===== src/rtl/timer_counter_if.sv =====
// Bus-responder interface between the system bridge and the timer.
// The bridge drives select, strobe, address and store data; the timer returns read data and irq.
interface timer_counter_if;
  logic        sel;
  logic        we;
  logic [31:0] addr;
  logic [31:0] wdata;
  logic [31:0] rdata;
  logic        irq;

  modport master (
    output sel,
    output we,
    output addr,
    output wdata,
    input  rdata,
    input  irq
  );

  modport slave (
    input  sel,
    input  we,
    input  addr,
    input  wdata,
    output rdata,
    output irq
  );
endinterface


===== src/rtl/timer_counter.sv =====
// Memory-mapped down-counting timer with one-shot / auto-reload modes and a maskable interrupt.
// Reads are combinational from addr[3:2]; writes and FSM updates commit on the rising clock edge.
module timer_counter (
  input  logic       clk,
  input  logic       reset,
  timer_counter_if.slave bus
);

  typedef enum logic [1:0] {StIdle, StLoad, StCnt, StInt} state_e;

  localparam logic [1:0] AddrCtrl   = 2'd0;
  localparam logic [1:0] AddrPreset = 2'd1;
  localparam logic [1:0] AddrCount  = 2'd2;

  state_e      state_q, state_d;
  logic [3:0]  ctrl_q, ctrl_d;
  logic [31:0] preset_q, preset_d;
  logic [31:0] count_q, count_d;
  logic        irq_flag_q, irq_flag_d;

  logic       ctrl_en;
  logic       mode_reload;
  logic       ctrl_im;
  logic [1:0] reg_idx;
  logic       wr_ctrl;
  logic       wr_preset;

  // Only addr[3:2] is decoded.
  logic unused_addr;
  assign unused_addr = ^{bus.addr[31:4], bus.addr[1:0]};

  assign ctrl_en     = ctrl_q[0];
  assign mode_reload = (ctrl_q[2:1] == 2'b01);
  assign ctrl_im     = ctrl_q[3];
  assign reg_idx     = bus.addr[3:2];
  assign wr_ctrl     = bus.sel & bus.we & (reg_idx == AddrCtrl);
  assign wr_preset   = bus.sel & bus.we & (reg_idx == AddrPreset);

  always_comb begin
    state_d    = state_q;
    ctrl_d     = ctrl_q;
    preset_d   = preset_q;
    count_d    = count_q;
    irq_flag_d = irq_flag_q;

    unique case (state_q)
      StIdle: begin
        if (ctrl_en) begin
          state_d = StLoad;
        end
      end
      StLoad: begin
        count_d = preset_q;
        state_d = StCnt;
      end
      StCnt: begin
        if (!ctrl_en) begin
          state_d = StIdle;
        end else if (count_q > 32'd1) begin
          count_d = count_q - 32'd1;
        end else begin
          count_d    = 32'd0;
          irq_flag_d = 1'b1;
          state_d    = StInt;
        end
      end
      StInt: begin
        if (mode_reload) begin
          irq_flag_d = 1'b0;
        end else begin
          ctrl_d[0] = 1'b0;
        end
        state_d = StIdle;
      end
      default: state_d = StIdle;
    endcase

    // CPU writes come last so they override the hardware EN clear and the flag set.
    if (wr_ctrl) begin
      ctrl_d = bus.wdata[3:0];
    end
    if (wr_preset) begin
      preset_d = bus.wdata;
    end
    if (wr_ctrl || wr_preset) begin
      irq_flag_d = 1'b0;
    end
  end

  always_ff @(posedge clk) begin
    if (reset) begin
      state_q    <= StIdle;
      ctrl_q     <= 4'd0;
      preset_q   <= 32'd0;
      count_q    <= 32'd0;
      irq_flag_q <= 1'b0;
    end else begin
      state_q    <= state_d;
      ctrl_q     <= ctrl_d;
      preset_q   <= preset_d;
      count_q    <= count_d;
      irq_flag_q <= irq_flag_d;
    end
  end

  always_comb begin
    bus.rdata = 32'd0;
    unique case (reg_idx)
      AddrCtrl:   bus.rdata = {28'd0, ctrl_q};
      AddrPreset: bus.rdata = preset_q;
      AddrCount:  bus.rdata = count_q;
      default:    bus.rdata = 32'd0;
    endcase
  end

  assign bus.irq = irq_flag_q & ctrl_im;

endmodule


===== src/flat_wrapper.sv =====
// flat-port wrapper written by rule: the top's interface ports become plain ports
module timer_counter_flat 
  (clk, reset, bus_sel, bus_we, bus_addr, bus_wdata, bus_rdata, bus_irq);
  timer_counter_if bus_i ();
  input  logic clk;
  input  logic reset;
  input wire logic [$bits(bus_i.sel)-1:0] bus_sel;
  input wire logic [$bits(bus_i.we)-1:0] bus_we;
  input wire logic [$bits(bus_i.addr)-1:0] bus_addr;
  input wire logic [$bits(bus_i.wdata)-1:0] bus_wdata;
  output wire logic [$bits(bus_i.rdata)-1:0] bus_rdata;
  output wire logic [$bits(bus_i.irq)-1:0] bus_irq;
  assign bus_i.sel = bus_sel;
  assign bus_i.we = bus_we;
  assign bus_i.addr = bus_addr;
  assign bus_i.wdata = bus_wdata;
  assign bus_rdata = bus_i.rdata;
  assign bus_irq = bus_i.irq;
  timer_counter u_core (.clk(clk), .reset(reset), .bus(bus_i));
endmodule

===== config.mk =====
export PLATFORM = sky130hd
export DESIGN_NAME = timer_counter_flat
export DESIGN_NICKNAME = d
export VERILOG_FILES = /design/src/rtl/timer_counter_if.sv /design/src/rtl/timer_counter.sv /design/src/flat_wrapper.sv
export SDC_FILE = /design/constraint.sdc
export NUM_CORES = 1
export LEC_CHECK = 0
export ABC_AREA = 1
export BUFFER_PORTS_ARGS = -buffer_cell sky130_fd_sc_hd__buf_2
export CAP_MARGIN = 20
export CORE_MARGIN = 10
export CORE_UTILIZATION = 50
export DETAILED_ROUTE_END_ITERATION = 8
export PLACE_DENSITY = 0.79
export SETUP_SLACK_MARGIN = 0.1
export SYNTH_ARGS = -nofsm -noshare
export SYNTH_HDL_FRONTEND = slang
export SYNTH_SLANG_ARGS = --single-unit

===== constraint.sdc =====
create_clock -name clk -period 2.04 [get_ports clk]
set_input_delay 0.204 -clock clk [delete_from_list [all_inputs] [get_ports clk]]
set_output_delay 0.204 -clock clk [all_outputs]
set_load 0.01 [all_outputs]

* After elaboration in Yosys (flattened, before gate mapping)
Index checks and enable logic that the tools add are counted.
** Storage, ports and cells
- ROM bits :: 0
- Memories :: 0
- Register bits after elaboration :: 71
- Input bits :: 68
- Output and inout bits :: 33
- Bits in latches :: 0
- Memory bits (writable) :: 0
- Word-level logic and storage cells :: 50
** Operators by class
- Magnitude comparators :: 1
- Div/mod/pow operators :: 0
- Multiply operators :: 0
- Reductions and logical operators :: 11
- Equality and inequality tests :: 12
- Bitwise logic cells :: 4
- $add $sub $neg :: 1
- Multiplexer cells :: 15
- Shifts and indexed selects :: 0
** Operators by type and width (number)
- $pmux 32 s3 :: 1
- $mux 32 :: 2
- $pmux 32 s2 :: 1
- $gt 32x1->1 const B :: 1
- $sub 32x1->32 const B :: 1
- $pmux 2 s4 :: 1
- $eq 2x1->1 const B :: 3
- $eq 2x2->1 const B :: 3
- $mux 1 :: 6
- $mux 2 :: 3
- $ne 2x1->1 const B :: 3
- $reduce_and 2->1 :: 3
- $reduce_bool 2->1 :: 3
- $and 1x1->1 :: 4
- $logic_not 2->1 :: 2
- $ne 2x2->1 const B :: 2
- $reduce_and 4->1 :: 1
- $ne 3x3->1 const B :: 1
- $pmux 1 s2 :: 1
- $reduce_or 2->1 :: 1
- $logic_or 1x1->1 :: 1

* Depth between registers and ports, before layout
Gate-level depths: netlist (run 1).
- Word-level depth :: 4
- Gate-level depth with buffers :: 12
- Mapped depth without buffers :: 11

* Worst setup path after synthesis (run 1)
No wires, ideal clock.
- Path kind :: register to register
- Start :: register u_core.count_q[0]
- End :: register u_core.count_q[29]
- Setup slack :: 444 ps
- Buffers on the path :: 1
- Setup time :: 122 ps
- Stages on the path, launching flop included :: 13
- Data arrival time :: 1474 ps
- Data required time :: 1918 ps
- Period minus slack after synthesis :: 1596 ps
- Cells stage by stage :: dfxtp_1 inv_1 ha_1 nand2_2 nor2_4 nand2_4 nand2_2 nand2_4 nand2_8 inv_6 buf_12 nand2_2 a21oi_2
** Between the ends
- Longest elaborated chain between the ends :: 4
- Elaborated cells between the ends (all ways) :: 5
- Classes of those cells :: add/sub (1); order compare (1); mux (3)
** RTL lines
- start, declared :: RTL line timer_counter.sv:18 : logic [31:0] count_q, count_d;
- start signal, assigned :: RTL line timer_counter.sv:101 : count_q <= count_d;
- $sub 32x1->32 / $gt 32x1->1 (equally long branches) :: RTL line timer_counter.sv:60, timer_counter.sv:59
- $mux 32 (*) :: RTL line timer_counter.sv:59 : end else if (count_q > 32'd1) begin
- $mux 32 (*) :: RTL line timer_counter.sv:57 : if (!ctrl_en) begin
- $pmux 32 s2 (*) :: RTL line timer_counter.sv:46 : unique case (state_q)
Mark *: on every way between the ends. The rest lies on a longest branch, timed or not. The select of a mux whose other input is x is not followed.
A chain may end at the register's enable or synchronous reset.

* Final worst setup path (run 1)
- Start :: register u_core.count_q[0]
- End :: register u_core.count_q[28]
Same word-level chain as after synthesis.

==> out/qor.txt, run 1 <==
Run status: finished clean
Clock-pin slew on the worst setup and hold paths: 80 ps
Clock Latency Late Sink: 360 ps
Crit share post-route: 87.98%
TritonCTS clock tree: done
Drt drc: 0
Vias/cell: 5.365
Fraction of registers with async set/reset: 0%
Worst R2R Start: u_core.count_q[0]
Peak supply drop: 0.0003382 V
Sequential area share after synthesis: 33.27%
CTS Buf Count: 9
Count leader, synth: nor2_1
Most common library cells after synthesis: nor2_1 (127), nand2_1 (110), o21ai_0 (91)
Pwr dens: 639.2 nW/um^2
Sink Count: 71
DR vias: 4421
CP required: 2290 ps
Tightest Pin Transition: 641.0 ps
DRT Pass-1 Iters: 6
FMAX: 557.2 MHz
Fin Clk Skew: 9.111 ps
Yosys cell types: 32
Total negative slack: 0 ps
Top-area cell type share of the netlist area: 33.27%
Standby leakage power: 2.256 nW
Die Area: 12640 um^2
RSZ-0062 raised after global routing: no
Yosys warning total: 0
GRT Total Usage: 18.77%
Hold Fails Final Rpt: 0
Min-Delay Path Depth: 2
Rows: 33
Max Cap Viol: 0
Yosys reg bits: 71
Port Buf Inserts: 70
Post-synthesis instance total: 653
R2R depth: 11
Placeable Area: 8258 um^2
Worst setup path class: reg2reg
Synth Flop Type: dfxtp_1
Global route total overflow: 0
Initial DRC count: 420
Detail Placement HPWL: 8697 um
CTS root buf: clkbuf_8
Area Growth Syn to Fin: 13.91%
Minimum clock period: 1795 ps
Hold WC Path Type: in2reg
Top post-synthesis cells by area: dfxtp_1 (33%), nor2_1 (11%), o21ai_0 (11%), nand2_1 (9.7%), a21oi_1 (5.9%)
Rel. slew slack: 57.21%
Syn_area_per_cell: 6.543 um^2
Hold endpoint: u_core.state_q[1]
Pin count of the biggest net entering global routing: 70
Post-synth EDFFs: 0
CTS hold repair buffers: 0
R2r endpoint: u_core.count_q[28]
Synth Net Count: 723
Clock Path Buffers: 2
Finish-stage setup viols: 0
Fin nets: 784
Final Power: 3.111 mW
CP arrival: 2040 ps
Endpoint type of the worst setup path: flip-flop
Slew Limit Fails: 0
Flop-to-flop setup slack: 250 ps
Vias in the first global route: 4263
Routed length per placed instance: 14.75 um
Fraction of layout cells with a size suffix above 1: 20.72%
Antenna diodes: 0
Post-synth top area cell: dfxtp_1
# IOs: 101
Setup bufs post-CTS: 0
Hold Crit Start: reset
First-pass GRT wire length: 20150 um
Crit-path max FO: 25
Final Wtd Congestion: 0.8931
Antenna violation net count after detailed routing: 0
Die H: 112.4 um
Worst setup SP type: flip-flop
Synth Cell Area: 4273 um^2
Antenna violations before repair: 0
Die width: 112.4 um
H-tree levels: 3
WL final: 12150 um
Starting Density: 51.74%
metal layers:
metal	up-vias	global-route usage (%)	share of wire, %	routed length, um
met1	2022	23.92	46	5535
met2	151	30.67	47	5654
met5	-	0	0	0
li1	2230	-	-	-
met4	0	5.584	1.5	184
met3	18	4.420	6.4	777
stage by stage:
stage	cell area, um^2	worst slack (ps)	hold WS [ps]	utilization (%)	cells
2_1_floorplan	4273	444.0	276.4	-	653
3_3_place_gp	4676	301.1	397.9	56.62	808
5_1_grt	4867	109.4	24.70	58.94	824
6_report	4867	245.3	29.34	58.94	824
4_1_cts	4865	220.1	23.25	58.91	824
3_5_place_dp	4676	253.5	406.8	56.62	808
area by class of cell:
type / count / area [um^2]
repair buffers: 79 / 442.9
fillers: 802 / 3391
well taps: 105 / 131.4
clock inverters: 6 / 61.31
clock buffers: 10 / 127.6
flip-flops and latches: 71 / 1421
inverters: 62 / 240.2
multi-input cells: 491 / 2442
placed cells by master, fill, tap and decap left out, types with 2 or more instances in the layout:
cell type / n
nand2_4: 2
inv_2: 6
clkbuf_8: 9
buf_4: 7
nand2_1: 110
o21ai_1: 14
o211ai_1: 3
nor2_4: 7
clkinv_2: 3
inv_1: 55
a21oi_1: 50
xor2_1: 15
buf_2: 70
dfxtp_1: 71
nor2_2: 4
a21oi_2: 10
o22ai_1: 8
nand4_1: 5
buf_12: 2
nand2_2: 21
nand3_1: 15
o21ai_0: 91
ha_1: 2
nor2_1: 127
cells by family (layout without fill, tap and decap cells):
kind of cell    count (synthesis)  count (layout)  synth area share [%]
simple gates                  295             295                 30.81
compound gates                179             179                 22.69
buf+inv                        91             157                 9.575
flops                          71              71                 33.26
xor+xnor                       15              15                 3.075
fa+ha+maj                       2               2                0.5856
how the worst max path moves through the flow:
| stage | startpoint | depth (start not counted) | slack [ps] | to |
|---|---|---|---|---|
| 5_1_grt | u_core.count_q[0] | 11 | 110 | u_core.count_q[21] |
| 2_1_floorplan | u_core.count_q[0] | 12 | 440 | u_core.count_q[29] |
| 4_1_cts | u_core.count_q[0] | 11 | 220 | u_core.count_q[28] |
| 6_report | u_core.count_q[0] | 11 | 250 | u_core.count_q[28] |
| 3_5_place_dp | u_core.count_q[0] | 11 | 250 | u_core.count_q[24] |
| 3_3_place_gp | u_core.count_q[0] | 11 | 300 | u_core.count_q[31] |
critical path: stages (launching register included):
cell and delay [ps]:
dfxtp_1 330, inv_1 160, ha_1 250, nand2_2 110
nor2_4 200, nand2_4 90, nand2_2 80, nand2_4 70
nand2_8 120, inv_8 110, nand2_1 90, a21oi_1 60
power breakdown:
| group | total [mW] | switching, mW | internal, mW |
|---|---|---|---|
| logic | 0.542 | 0.349 | 0.193 |
| clock network | 1.12 | 0.560 | 0.561 |
| registers | 1.45 | 0.0290 | 1.42 |
what timing repair did:
item,CTS,global route
setup endpoints to repair,0,7
endpoints found under the hold margin,0,0
resized for setup,0,1
state kept, by name, indices dropped and copies added (netlist names):
register	count
u_core.state_q	2
u_core.ctrl_q	4
u_core.count_q	32
u_core.irq_flag_q	1
u_core.preset_q	32
Power figures use the tool's default switching activity.
==> run 2: changes to the inputs <==
--- a/config.mk
+++ b/config.mk
@@ -12,7 +12,7 @@
 export CORE_UTILIZATION = 50
 export DETAILED_ROUTE_END_ITERATION = 8
 export PLACE_DENSITY = 0.79
-export SETUP_SLACK_MARGIN = 0.1
+export SETUP_SLACK_MARGIN = 0.3
 export SYNTH_ARGS = -nofsm -noshare
 export SYNTH_HDL_FRONTEND = slang
 export SYNTH_SLANG_ARGS = --single-unit
==> run 2 against run 1 <==
Critical path depth unchanged; wire length up 1.9%; non-clock buffer count up 5; highest routed layer unchanged; via count up 1.2%; critical path type unchanged; core utilization up 0.80 points.
==> out/qor.txt, run 2 (synthesized netlist as in run 1, its figures left out) <==
Fraction of layout cells with a size suffix above 1: 21.96% (+1.2 points)
Worst path max stage delay: 340 ps (about the same)
Worst setup endpoint: u_core.count_q[28]
Starting Density: 51.74% (unchanged)
Commonest non-fill, non-tap cell in the layout: nor2_1
CP required: 2290 ps (about the same)
Hold Fails Final Rpt: 0 (unchanged)
Crit share post-route: 80.39% (-7.6 points)
Crit path from: u_core.count_q[0]
Min Hold Slack: 25.74 ps (-3.595 ps)
Minimum clock period: 1640 ps (-154.8 ps)
Die H: 112.4 um (unchanged)
Fin nets: 789 (+0.64%)
Total negative slack: 0 ps (unchanged)
WL final: 12390 um (+1.9%)
Endpoint type of the worst setup path: flip-flop
Finish-stage setup viols: 0 (unchanged)
Core Util, Final: 59.74% (+0.80 points)
Commonest cells after routing, fill and taps aside: nor2_1 (126), nand2_1 (109), o21ai_0 (91)
RSZ-0062 raised after global routing: no
Initial DRC count: 467 (+11%)
Crit-path max FO: 25 (unchanged)
DRT Pass-1 Iters: 5 (-1)
Peak supply drop: 0.0003425 V (+1.3%)
Tightest Pin Transition: 650.3 ps (+9.318 ps)
Slowest stage cell, crit path: dfxtp_1
Die Area: 12640 um^2 (unchanged)
Detail Placement HPWL: 8697 um (unchanged)
Flop-to-flop setup slack: 400 ps (+150 ps)
Vias/cell: 5.397 (+0.59%)
CP top delay family: simple AND/OR/NAND/NOR gates
Hold WC Path Type: in2reg
Antenna diodes: 0 (unchanged)
Pin count of the biggest net entering global routing: 70 (unchanged)
Fin Clk Skew: 12.30 ps (+3.193 ps)
Rel. slew slack: 56.58% (-0.62 points)
Drt drc: 0 (unchanged)
Routed length per placed instance: 14.94 um (+1.3%)
CTS Buf Count: 9 (unchanged)
Sink Count: 71 (unchanged)
Antenna violations before repair: 0 (unchanged)
R2R depth: 11 (unchanged)
Largest regs: u_core.count_q x32, u_core.preset_q x32, u_core.ctrl_q x4
Die width: 112.4 um (unchanged)
Placeable Area: 8258 um^2 (unchanged)
CTS root buf: clkbuf_8
WP buf/inv: 2 (unchanged)
Fill cell count: 790 (-1.5%)
Worst setup path class: reg2reg
DR vias: 4474 (+1.2%)
Clock Path Buffers: 2 (unchanged)
Pwr dens: 635.7 nW/um^2 (-0.55%)
Sequence of cells on the critical path: inv_2 -> ha_4 -> nand2_2 -> nor2_4 -> nand2_4 -> nand2_2 -> nand2_4 -> nand2_8 -> inv_16 -> nand2_1 -> a21oi_1
R2r endpoint: u_core.count_q[28]
Port Buf Inserts: 70 (unchanged)
Metal-1 WL: 5561 um (+0.47%)
WL met3: 888 um (+14%)
GRT Total Usage: 18.81% (+0.044 points)
Run status: finished clean
Max layer used: met4
CTS hold repair buffers: 0 (unchanged)
Worst setup SP type: flip-flop
CP arrival: 1890 ps (-150 ps)
Min-Delay Path Depth: 2 (unchanged)
Final Wtd Congestion: 0.8931 (unchanged)
Hold Crit Start: reset
First-pass GRT wire length: 20220 um (+0.31%)
Area Growth Syn to Fin: 15.46%
Antenna violation net count after detailed routing: 0 (unchanged)
Routed length on met2: 5741 um (+1.5%)
Clock-pin slew on the worst setup and hold paths: 80 ps (about the same)
Global route total overflow: 0 (unchanged)
# IOs: 101 (unchanged)
Standby leakage power: 2.282 nW (+1.1%)
H-tree levels: 3 (unchanged)
CP Depth: 11 (unchanged)
Worst R2R Start: u_core.count_q[0]
TritonCTS clock tree: done
FMAX: 609.8 MHz (+9.4%)
Clock Latency Late Sink: 360 ps (about the same)
Max Cap Viol: 0 (unchanged)
Rows: 33 (unchanged)
Slew Limit Fails: 0 (unchanged)
Vias in the first global route: 4275 (+0.28%)
-- run 2: cell types whose count changed in the layout (fill, tap and decap cells not counted), sizes merged --
cell	before	now
buf	79	84
-- run 2: repair_timing --
| item | 4_1_cts | 5_1_grt |
|---|---|---|
| setup endpoints to repair | 24 | 31 |
| pin swaps | 1 | 2 |
| buffers inserted | 0 | 5 |
| gates resized for setup | 3 | 8 |
-- run 2: worst min-delay path by stage --
stage	endpoint	slack, ps
2_1_floorplan	u_core.ctrl_q[0]	280
3_3_place_gp	u_core.ctrl_q[0]	400
3_5_place_dp	u_core.state_q[1]	410
4_1_cts	u_core.state_q[1]	20
5_1_grt	u_core.state_q[1]	20
6_report	u_core.state_q[1]	30
-- run 2: power breakdown --
| group | leakage (nW) | internal [mW] | switching [mW] |
|---|---|---|---|
| sequential | 0.575 | 1.42 | 0.0295 |
| combinational | 1.61 | 0.204 | 0.354 |
| clock | 0.0960 | 0.561 | 0.569 |
-- run 2: through the flow --
stage	instance area (um^2)	setup WS, ps	power, mW	std cells
after floorplan	4273	444.0	1.868	653
after global placement	4676	301.1	2.000	808
after detailed placement	4676	253.5	2.014	808
after CTS	4870	355.5	3.119	824
after global routing	4933	305.2	3.280	829
final	4933	400.1	3.136	829
-- run 2: cell type report --
type	count	area [um^2]	share of cell area [%]
clock inverters	6	61.31	1.243
repair buffers	84	480.5	9.739
inverters	62	251.5	5.098
well taps	105	131.4	2.663
multi-input cells	491	2460	49.86
flip-flops and latches	71	1421	28.81
clock buffers	10	127.6	2.587
-- run 2: per-layer routing --
metal | track usage (%) | vias to the layer above
met5 | 0 | -
met4 | 5.668 | 0
met3 | 4.473 | 18
met2 | 30.78 | 171
met1 | 23.88 | 2037
li1 | - | 2248
-- run 2: worst register-to-register path: stages (launching register included) --
cell and delay, ps:
dfxtp_1 340, inv_2 110, ha_4 160, nand2_2 90, nor2_4 200, nand2_4 100, nand2_2 80, nand2_4 70
nand2_8 140, inv_16 90, nand2_1 90, a21oi_1 60
==> run 3: changes to the inputs <==
==> constraint.sdc (replaced) <==
create_clock -name clk -period 1.6 [get_ports clk]
set_input_delay 0.16 -clock clk [delete_from_list [all_inputs] [get_ports clk]]
set_output_delay 0.16 -clock clk [all_outputs]
set_load 0.01 [all_outputs]
==> run 3 against run 2 <==
Hold slack improved by 2.5 ps; die area did not move; largest cell class unchanged; highest routed layer unchanged; clock power grew 11%; sequential power rose by 26%; first-iteration DRC count shrank 27%; the flow now finishes with violations (negative setup slack); combinational power increased by 58%; final cell count up 3.4%.
==> out/qor.txt, run 3 (synthesized netlist as in run 1, its figures left out) <==
Run status: finished with violations
Violated checks: negative setup slack
Finish-stage setup viols: 6 (+6)
Vias in the first global route: 4476 (+4.7%)
First-pass GRT wire length: 21430 um (+6.0%)
Commonest non-fill, non-tap cell in the layout: nor2_1
Total negative slack: -46.49 ps (-46.49 ps)
Clock-pin slew on the worst setup and hold paths: 70 ps (about the same)
Min Hold Slack: 28.27 ps (+2.522 ps)
Clock Latency Late Sink: 360 ps (about the same)
Fin Clk Skew: 7.296 ps (-5.009 ps)
Fin nets: 818 (+3.7%)
Placeable Area: 8258 um^2 (unchanged)
Antenna diodes: 0 (unchanged)
Pwr dens: 716.4 nW/um^2 (+13%)
Final Wtd Congestion: 0.8972 (+0.46%)
Hold Fails Final Rpt: 0 (unchanged)
CP required: 1840 ps (-450 ps)
Detail Placement HPWL: 8750 um (+0.61%)
Die H: 112.4 um (unchanged)
Port Buf Inserts: 70 (unchanged)
Fill cell count: 689 (-13%)
Endpoint type of the worst setup path: flip-flop
Area Growth Syn to Fin: 29.37%
Place WS: 25.47 ps (-228.1 ps)
Inst Count DP: 824 (+2.0%)
Setup slack after layout: -19.22 ps (-419.4 ps)
Rows: 33 (unchanged)
Max Cap Viol: 0 (unchanged)
Routed length per placed instance: 16.14 um (+8.1%)
CP arrival: 1860 ps (-30 ps)
Largest regs: u_core.count_q x32, u_core.preset_q x32, u_core.ctrl_q x4
Worst setup SP type: flip-flop
Fraction of layout cells with a size suffix above 1: 36.97% (+15 points)
Antenna violation net count after detailed routing: 0 (unchanged)
Commonest cells after routing, fill and taps aside: nor2_1 (104), nand2_1 (99), o21ai_0 (70), buf_2 (70), a21oi_1 (50)
TritonCTS clock tree: done
Antenna violations before repair: 0 (unchanged)
Pin count of the biggest net entering global routing: 70 (unchanged)
DRT Pass-1 Iters: 5 (unchanged)
Fin cells: 857 (+3.4%)
# IOs: 101 (unchanged)
Rel. slew slack: 57.18% (+0.60 points)
Die width: 112.4 um (unchanged)
Crit-path max FO: 13 (-48%)
Vias/cell: 5.585 (+3.5%)
DR vias: 4786 (+7.0%)
CTS root buf: clkbuf_8
FMAX: 617.6 MHz (+1.3%)
Worst setup path class: reg2reg
Minimum clock period: 1619 ps (-20.65 ps)
Clock Path Buffers: 2 (unchanged)
Global route total overflow: 0 (unchanged)
CTS Buf Count: 9 (unchanged)
Peak supply drop: 0.0004703 V (+37%)
Slew Limit Fails: 0 (unchanged)
WL final: 13840 um (+12%)
GRT Total Usage: 19.99% (+1.2 points)
Final Power: 3.960 mW (+26%)
RSZ-0062 raised after global routing: yes
Starting Density: 51.74% (unchanged)
Drt drc: 0 (unchanged)
Standby leakage power: 2.526 nW (+11%)
H-tree levels: 3 (unchanged)
Sink Count: 71 (unchanged)
Die Area: 12640 um^2 (unchanged)
Tightest Pin Transition: 641.3 ps (-8.968 ps)
Crit share post-route: 101.2% (+21 points)
Hold WC Path Type: in2reg
Initial DRC count: 339 (-27%)
-- run 3: changes by cell type in the layout (fill, tap and decap cells not counted), moves of 15 or more --
cell	delta
nor2_1	-22
dfxtp_2	+15
dfxtp_4	+16
dfxtp_1	-31
o21ai_0	-21
buf_4	+16
-- run 3: per-stage QoR --
step | utilization, % | area (um^2)
after floorplan | - | 4312
after global placement | 58.55 | 4835
after detailed placement | 58.55 | 4835
after CTS | 63.42 | 5238
after global routing | 66.94 | 5528
final | 66.94 | 5528
-- run 3: report_power, final --
| group | switching [mW] | internal, mW |
|---|---|---|
| clock | 0.649 | 0.597 |
| sequential | 0.0425 | 1.79 |
| combinational | 0.537 | 0.344 |
| total | 1.23 | 2.73 |
-- run 3: critical path, cell delays in order (launching register included) --
cell and delay, ps:
dfxtp_2 360, nor2_4 160, nand2_2 110, nor2_4 180, nand2_1 120, nand2_4 90
nand2_4 90, nand2_8 180, inv_16 70, nand2_1 70, a21oi_1 60
-- run 3: final timing paths --
| path | startpoint | end | slack (ps) | cells past startpoint |
|---|---|---|---|---|
| max reg2reg | u_core.count_q[11] | u_core.count_q[21] | -20 | 10 |
| max | u_core.count_q[11] | u_core.count_q[21] | -20 | 10 |
| min reg2reg | u_core.irq_flag_q | u_core.irq_flag_q | 470 | 2 |
| min | bus_wdata[8] | u_core.preset_q[8] | 30 | 3 |
-- run 3: area by class of cell --
type / instances / area, um^2 / area share (%)
Tap cell: 105 / 131.4 / 2.377
Multi-Input combinational cell: 492 / 2721 / 49.23
Clock inverter: 1 / 5.005 / 0.09054
Inverter: 62 / 264.0 / 4.776
Sequential cell: 71 / 1500 / 27.14
Timing Repair Buffer: 111 / 737.0 / 13.33
Timing Repair inverter: 1 / 16.27 / 0.2943
Clock buffer: 14 / 152.6 / 2.761
-- run 3: what timing repair did --
action,4_1_cts,5_1_grt
cloned,2,1
hold endpoints to repair,2,0
endpoints found under the setup margin,64,65
pin swaps,19,26
hold buffers,1,0
gates resized for setup,79,82
buffers inserted,9,5
-- run 3: per-layer routing --
metal | wire length [um] | GRT usage, % | vias to the layer above | share of wire [%]
li1 | - | - | 2312 | -
met1 | 5731 | 25.22 | 2173 | 41
met2 | 6364 | 31.63 | 263 | 46
met3 | 1277 | 4.153 | 38 | 9.2
met4 | 462 | 9.814 | 0 | 3.3
met5 | 0 | 0 | - | 0
